==> config.mk <==
export PLATFORM = sky130hd
export DESIGN_NAME = tour_cmd
export DESIGN_NICKNAME = d
export VERILOG_FILES = /design/src/rtl/tour_cmd.sv
export SDC_FILE = /design/constraint.sdc
export NUM_CORES = 1
export LEC_CHECK = 0
export BUFFER_PORTS_ARGS = -buffer_cell sky130_fd_sc_hd__buf_2
export CAP_MARGIN = 20
export CORE_UTILIZATION = 50
export DETAILED_ROUTE_END_ITERATION = 10
export GPL_TIMING_DRIVEN = 1
export HOLD_SLACK_MARGIN = 0.02
export PLACE_DENSITY = 0.9
export SYNTH_ARGS = -nofsm -noshare
export SYNTH_HDL_FRONTEND = slang
export SYNTH_SLANG_ARGS = --single-unit
==> constraint.sdc <==
create_clock -name clk -period 4.1 [get_ports clk]
set_input_delay 0.82 -clock clk [delete_from_list [all_inputs] [get_ports clk]]
set_output_delay 0.82 -clock clk [all_outputs]
set_load 0.005 [all_outputs]
==> src/rtl/tour_cmd.sv <==
// Replays the solver's tour as vertical/horizontal drive commands; a UART passthrough mux in idle.
// Optional build macro TOUR_CMD_FANFARE_EN: horizontal legs use the fanfare opcode.
module tour_cmd #(
  parameter int unsigned NUM_MOVES = 24
) (
  input  logic        clk,
  input  logic        rst_n,
  input  logic        start_tour,
  input  logic [7:0]  move,
  output logic [4:0]  mv_indx,
  input  logic [15:0] cmd_UART,
  input  logic        cmd_rdy_UART,
  input  logic        clr_cmd_rdy,
  input  logic        send_resp,
  output logic        clr_uart_rdy,
  output logic [15:0] cmd,
  output logic        cmd_rdy,
  output logic [7:0]  resp
);

  localparam logic [3:0] OpMove = 4'b0100;
`ifdef TOUR_CMD_FANFARE_EN
  localparam logic [3:0] OpHorz = 4'b0101;
`else
  localparam logic [3:0] OpHorz = 4'b0100;
`endif
  localparam logic [7:0] HdNorth = 8'h00;
  localparam logic [7:0] HdWest  = 8'h3F;
  localparam logic [7:0] HdSouth = 8'h7F;
  localparam logic [7:0] HdEast  = 8'hBF;
  localparam logic [4:0] LastIdx = 5'(NUM_MOVES - 1);

  typedef enum logic [2:0] {StIdle, StVert, StWaitV, StHorz, StWaitH} state_e;

  state_e      state_q, state_d;
  logic [4:0]  mv_indx_q, mv_indx_d;
  logic [7:0]  move_q, move_d;
  logic [15:0] cmd_q, cmd_d;
  logic        cmd_rdy_q, cmd_rdy_d;

  // Lowest set bit wins; an empty move yields zero-length north/east legs.
  function automatic logic [15:0] vert_leg(input logic [7:0] m);
    casez (m)
      8'b???????1: vert_leg = {OpMove, HdNorth, 4'd1};
      8'b??????10: vert_leg = {OpMove, HdNorth, 4'd2};
      8'b?????100: vert_leg = {OpMove, HdNorth, 4'd2};
      8'b????1000: vert_leg = {OpMove, HdNorth, 4'd1};
      8'b???10000: vert_leg = {OpMove, HdSouth, 4'd1};
      8'b??100000: vert_leg = {OpMove, HdSouth, 4'd2};
      8'b?1000000: vert_leg = {OpMove, HdSouth, 4'd2};
      8'b10000000: vert_leg = {OpMove, HdSouth, 4'd1};
      default:     vert_leg = {OpMove, HdNorth, 4'd0};
    endcase
  endfunction

  function automatic logic [15:0] horz_leg(input logic [7:0] m);
    casez (m)
      8'b???????1: horz_leg = {OpHorz, HdEast, 4'd2};
      8'b??????10: horz_leg = {OpHorz, HdEast, 4'd1};
      8'b?????100: horz_leg = {OpHorz, HdWest, 4'd1};
      8'b????1000: horz_leg = {OpHorz, HdWest, 4'd2};
      8'b???10000: horz_leg = {OpHorz, HdWest, 4'd2};
      8'b??100000: horz_leg = {OpHorz, HdWest, 4'd1};
      8'b?1000000: horz_leg = {OpHorz, HdEast, 4'd1};
      8'b10000000: horz_leg = {OpHorz, HdEast, 4'd2};
      default:     horz_leg = {OpHorz, HdEast, 4'd0};
    endcase
  endfunction

  always_comb begin
    state_d   = state_q;
    mv_indx_d = mv_indx_q;
    move_d    = move_q;
    cmd_d     = cmd_q;
    unique case (state_q)
      StIdle: begin
        if (start_tour) begin
          state_d   = StVert;
          mv_indx_d = '0;
          move_d    = move;
          cmd_d     = vert_leg(move);
        end
      end
      StVert: begin
        if (clr_cmd_rdy) state_d = StWaitV;
      end
      StWaitV: begin
        if (send_resp) begin
          state_d = StHorz;
          cmd_d   = horz_leg(move_q);
        end
      end
      StHorz: begin
        if (clr_cmd_rdy) state_d = StWaitH;
      end
      StWaitH: begin
        if (send_resp) begin
          if (mv_indx_q == LastIdx) begin
            state_d = StIdle;
          end else begin
            state_d   = StVert;
            mv_indx_d = mv_indx_q + 5'd1;
            move_d    = move;
            cmd_d     = vert_leg(move);
          end
        end
      end
      default: state_d = StIdle;
    endcase
    cmd_rdy_d = (state_d == StVert) || (state_d == StHorz);
  end

  always_ff @(posedge clk or negedge rst_n) begin
    if (!rst_n) begin
      state_q   <= StIdle;
      mv_indx_q <= '0;
      move_q    <= '0;
      cmd_q     <= '0;
      cmd_rdy_q <= 1'b0;
    end else begin
      state_q   <= state_d;
      mv_indx_q <= mv_indx_d;
      move_q    <= move_d;
      cmd_q     <= cmd_d;
      cmd_rdy_q <= cmd_rdy_d;
    end
  end

  always_comb begin
    if (state_q == StIdle) begin
      cmd          = cmd_UART;
      cmd_rdy      = cmd_rdy_UART;
      clr_uart_rdy = clr_cmd_rdy;
    end else begin
      cmd          = cmd_q;
      cmd_rdy      = cmd_rdy_q;
      clr_uart_rdy = 1'b0;
    end
    resp = ((state_q == StIdle) || ((state_q == StWaitH) && (mv_indx_q == LastIdx))) ?
           8'hA5 : 8'h5A;
  end

  assign mv_indx = mv_indx_q;

endmodule

==> impl_metrics.ini, run 1 <==
[run_status]
status = complete, no violations

[setup_path]
reg2reg_depth = 4
path_buf_inv = 1
slowest_delay_ps = 810
crit_type = reg2out
path_depth = 4
critical_path.top_delay_family = simple AND/OR/NAND/NOR gates
worstSetupStartpointType = flip-flop
required_ps = 3280
crit_slowest_cell = nor3_2
end_kind = primary output
crit_fanout = 19
critPathArrivalTime_ps = 2240
cp_cell_sequence = nor3_2 -> nor2_1 -> a21o_1 -> buf_2

[die]
core_um2 = 2520
initial_core_util_pct = 54.0
rows = 18
die_w_um = 54.2
die_y_um = 54.2
pin_count = 61
die_area_um2 = 2940

[clock_tree]
htreeDepth = 1
clock_tree.root_cell = clkbuf_4
postCtsSetupBuffers = 0
cts_hold_buf = 0
clock_path_buffers = 2
clkSinkCount = 23
cts.repair.resized = 0
clk_latency_ps = 300
path_clk_slew_ps = 130
cts_tree = yes
cts_made_buffers = 3

[global_routing]
track_usage_pct = 20.5
grt_antenna_before_repair = 0
grt_max_degree = 24
grt_first_pass_wirelength_mm = 4.33
grt_pass1_vias = 1080
grt-ovfl-total = 0

[timing]
relSlewSlack_pct = 35.1
fin_skew_ps = 1.73
fin_crit_ps = 3060
setup_violations = 0
fin_ws_ps = 1040
fin_crit_sh_pct = 74.6
fmax_mhz = 327
setup_tns_ps = 0
tightest_slew_ps = 969
rsz0062_at_grt = no
slew_viol_final = 0
finalHoldViolCount = 0

[detailed_routing]
wl_mm = 2.87
vias = 1134
vias_per_cell = 5.37
ant_nets = 0
drt_iter0_drc = 17
wire_per_inst_um = 13.6
drc = 0
dr.pass1.iters = 4

[finish]
fillers = 205
fin_nets = 213
diodes = 0
area_growth_pct = 19.0
drive_gt1_share_pct = 45.3

[yosys]
ys_warn_count = 0
postSynthAreaPerCell_um2 = 10.6
synth.distinct_cells = 39
ys_seq_area_share_pct = 42.2
synthArstFlopShare_pct = 100
syn-instance-count = 129
synth_nets = 160
synth_edf_count = 0
synth_seq_cells = 23
syn-cell-area_um2 = 1360
ys.flop_type = dfrtp_1

[pwr]
p_leak_nw = 0.864
p_per_area_nw_per_um2 = 661
p_total_mw = 1.07
ir_drop_mv = 0.374

[placed_design]
port_buffers = 60
place_congestion = 0.887
pre_cts_slack_ps = 1330
place_hpwl_mm = 2.27

[run]
maxCapViolations = 0

[hold_path]
hp-class = in2async
-- cell usage after synthesis (4+ instances only) --
master	n	share of area, %
nand2_1	11	3.0
a21o_1	6	3.3
and2_1	6	2.8
mux2_2	8	6.6
mux2_4	5	5.5
inv_1	5	1.4
xor2_1	4	2.6
buf_6	5	4.1
o21ai_0	4	1.5
dfrtp_1	23	42
buf_4	6	3.3
nor2_1	8	2.2
-- worst reg2reg max path, stage by stage, from the launching register on --
cell	delay, ps
dfrtp_1	440
ha_1	220
nand4b_1	330
a21oi_2	700
mux2_2	410
-- worst paths after layout --
| kind | startpoint | end | slack (ps) |
|---|---|---|---|
| setup reg to reg | mv_indx[0]$_DFFE_PN0P_ | move_q[5]$_DFFE_PN0P_ | 1890 |
| hold / removal | rst_n | move_q[4]$_DFFE_PN0P_ | 460 |
| hold reg to reg | cmd_q[14]$_DFFE_PN0P_ | cmd_q[14]$_DFFE_PN0P_ | 480 |
| min in group clk | cmd_q[14]$_DFFE_PN0P_ | cmd_q[14]$_DFFE_PN0P_ | 480 |
| setup / recovery | state_q[0]$_DFF_PN0_ | cmd[8] | 1040 |
| max in group asynchronous | rst_n | mv_indx[3]$_DFFE_PN0P_ | 3290 |
-- kinds of logic after synthesis --
family                     after synthesis  share of synthesized area (%)
and+or+nand+nor                         45                           18.5
AOI/OAI and AO/OA                       25                           13.7
DFF                                     23                           42.2
buffers and inverters                   17                           9.18
muxes                                   14                           12.9
xor gates and xnor gates                 4                           2.57
adders and majority gates                1                          0.918
-- cell type report --
class / count / area, um^2 / area share (%)
Clock buffer: 3 / 22.5 / 1.39
Multi-Input combinational cell: 89 / 662 / 40.8
Timing Repair Buffer: 60 / 300 / 18.5
Inverter: 5 / 18.8 / 1.16
Tap cell: 30 / 37.5 / 2.31
Clock inverter: 1 / 5.00 / 0.309
Sequential cell: 23 / 576 / 35.5
-- sequential cells by signal, indices dropped and copies added (netlist names) --
name,flops
cmd_q,6
cmd_rdy_q,1
move_q,8
mv_indx,5
state_q,3
-- power by group --
| group | switching (mW) | internal (mW) | total [mW] |
|---|---|---|---|
| Sequential | 0.0888 | 0.312 | 0.400 |
| Combinational | 0.255 | 0.312 | 0.567 |
| Clock | 0.0679 | 0.0364 | 0.104 |
| Total | 0.412 | 0.660 | 1.07 |
-- layout by cell type, fill, tap and decap left out, types with 2 or more instances in the layout --
| cell | count |
|---|---|
| dfrtp_1 | 23 |
| clkbuf_4 | 3 |
| nand4_1 | 2 |
| o31ai_1 | 3 |
| inv_1 | 5 |
| a21oi_1 | 3 |
| nand2_1 | 11 |
| mux2_4 | 5 |
| o41ai_1 | 2 |
| nor2_1 | 8 |
| o21ai_0 | 4 |
| buf_2 | 60 |
| and2_1 | 6 |
| nand2b_1 | 2 |
| nand3_1 | 3 |
| xor2_1 | 4 |
| mux2_2 | 8 |
| nor4_1 | 3 |
| a21o_1 | 6 |
-- routing by layer --
layer  global-route usage, %  vias to the layer above  part of all wire (%)
met5                       0                        -                     0
met4                    4.70                        0                     0
met3                    2.54                        0                   7.3
met2                    38.2                       48                    51
met1                    24.6                      526                    42
li1                        -                      560                     -
-- through the flow --
| stage | hold slack (ps) | instance area, um^2 | util [%] | cells |
|---|---|---|---|---|
| global route | 479 | 1620 | 64.3 | 211 |
| CTS | 471 | 1620 | 64.3 | 211 |
| global placement | 448 | 1590 | 63.2 | 207 |
| detailed placement | 452 | 1590 | 63.2 | 207 |
| finish | 464 | 1620 | 64.3 | 211 |
| floorplan | 430 | 1360 | - | 129 |
Power figures use the tool's default switching activity.
==> run 2, diff against run 1 <==
--- a/config.mk
+++ b/config.mk
@@ -7,11 +7,11 @@
 export LEC_CHECK = 0
 export BUFFER_PORTS_ARGS = -buffer_cell sky130_fd_sc_hd__buf_2
 export CAP_MARGIN = 20
-export CORE_UTILIZATION = 50
+export CORE_UTILIZATION = 46
 export DETAILED_ROUTE_END_ITERATION = 10
 export GPL_TIMING_DRIVEN = 1
 export HOLD_SLACK_MARGIN = 0.02
-export PLACE_DENSITY = 0.9
+export PLACE_DENSITY = 0.84
 export SYNTH_ARGS = -nofsm -noshare
 export SYNTH_HDL_FRONTEND = slang
 export SYNTH_SLANG_ARGS = --single-unit
==> constraint.sdc (replaced) <==
create_clock -name clk -period 2.9 [get_ports clk]
set_input_delay 0.58 -clock clk [delete_from_list [all_inputs] [get_ports clk]]
set_output_delay 0.58 -clock clk [all_outputs]
set_load 0.005 [all_outputs]
==> impl_metrics.ini, run 2 (synthesis results as in run 1) <==
[run_status]
status = complete, no violations

[setup_path]
end_kind = primary output
crit_type = reg2out
critPathArrivalTime_ps = 1980
rrSetupSlack_ps = 690
worstSetupStartpointType = flip-flop
required_ps = 2320
reg2reg_depth = 4
regToRegStartpoint = mv_indx[0]$_DFFE_PN0P_
crit_fanout = 7
rr_endpoint = move_q[4]$_DFFE_PN0P_

[clock_tree]
path_clk_slew_ps = 130
cts_hold_buf = 0
cts_tree = yes
cts.repair.resized = 0
clock_tree.root_cell = clkbuf_4
clkSinkCount = 23
clock_path_buffers = 2
cts_made_buffers = 3
postCtsSetupBuffers = 0
clk_latency_ps = 310
htreeDepth = 1

[die]
core_um2 = 2780
pin_count = 61
rows = 19
die_w_um = 56.4
initial_core_util_pct = 49.0
die_area_um2 = 3180
die_y_um = 56.4

[detailed_routing]
met1_length_mm = 1.20
wl_mm = 2.72
dr_wl_met2_mm = 1.33
drc = 0
dr.pass1.iters = 4
wire_per_inst_um = 12.8
top_layer = met3
vias_per_cell = 5.36
ant_nets = 0
dr_wl_met3_um = 198
vias = 1142
drt_iter0_drc = 33

[run]
maxCapViolations = 0

[placed_design]
place_hpwl_mm = 2.12
port_buffers = 60
place_congestion = 0.844
place_inst = 209

[global_routing]
grt_antenna_before_repair = 0
grt_pass1_vias = 1059
track_usage_pct = 17.5
grt_max_degree = 24
grt_first_pass_wirelength_mm = 4.51
grt-ovfl-total = 0

[pwr]
p_total_mw = 1.53
p_leak_nw = 0.871
p_per_area_nw_per_um2 = 935
ir_drop_mv = 0.545

[timing]
fmax_mhz = 390
fin_skew_ps = 7.84
fin_crit_ps = 2560
setup_tns_ps = 0
setup_violations = 0
finalHoldViolCount = 0
fin_crit_sh_pct = 88.3
slew_viol_final = 0
rsz0062_at_grt = no
relSlewSlack_pct = 50.9
tightest_slew_ps = 736

[finish]
fillers = 244
final_common_cell = buf_2
fin_nets = 214
regMostFlops = move_q
final_cell_mix = 60 x buf_2, 23 x dfrtp_1, 11 x nand2_1
area_growth_pct = 20.0
layoutNonFillerInstCount = 213
drive_gt1_share_pct = 46.2
diodes = 0
largest_reg_flops = 8

[hold_path]
hp-class = in2async
## run 2: final cells by class
cell class	count	area, um^2	share of cell area [%]
Inverter	5	18.8	1.15
Clock buffer	3	22.5	1.38
Clock inverter	1	5.00	0.306
Sequential cell	23	576	35.2
Tap cell	31	38.8	2.37
Timing Repair Buffer	61	308	18.8
Multi-Input combinational cell	89	667	40.8
## run 2: how the worst max path moves through the flow
stage,startpoint,to,slack [ps]
floorplan,mv_indx[0]$_DFFE_PN0P_,resp[3],600
global placement,mv_indx[0]$_DFFE_PN0P_,resp[1],740
detailed placement,mv_indx[0]$_DFFE_PN0P_,resp[1],580
global route,mv_indx[0]$_DFFE_PN0P_,resp[3],160
CTS,mv_indx[0]$_DFFE_PN0P_,resp[1],220
finish,mv_indx[0]$_DFFE_PN0P_,resp[1],340
## run 2: report_power, final
part           internal (mW)  total [mW]  switching [mW]  leakage (nW)
sequential             0.440       0.565           0.125         0.285
clock                 0.0514       0.149          0.0974        0.0177
combinational          0.453       0.815           0.362         0.568
## run 2: through the flow
stage | hold slack (ps) | utilization, % | worst slack [ps] | area [um^2]
after CTS | 232 | 58.6 | 222 | 1630
after global routing | 240 | 58.8 | 164 | 1640
final | 222 | 58.8 | 339 | 1640
after floorplan | 284 | - | 600 | 1360
after detailed placement | 453 | 57.6 | 582 | 1600
after global placement | 454 | 57.6 | 744 | 1600
## run 2: metal layers
layer	vias up	track usage (%)
met5	-	0
met3	0	2.30
met4	0	4.53
met2	56	30.3
met1	528	23.2
li1	558	-
## run 2: worst max-delay path, cell delays in order (launching register included)
cell      delay [ps]
dfrtp_1          440
ha_1             220
nand4b_1         320
a211oi_2         420
inv_1            120
buf_2            140
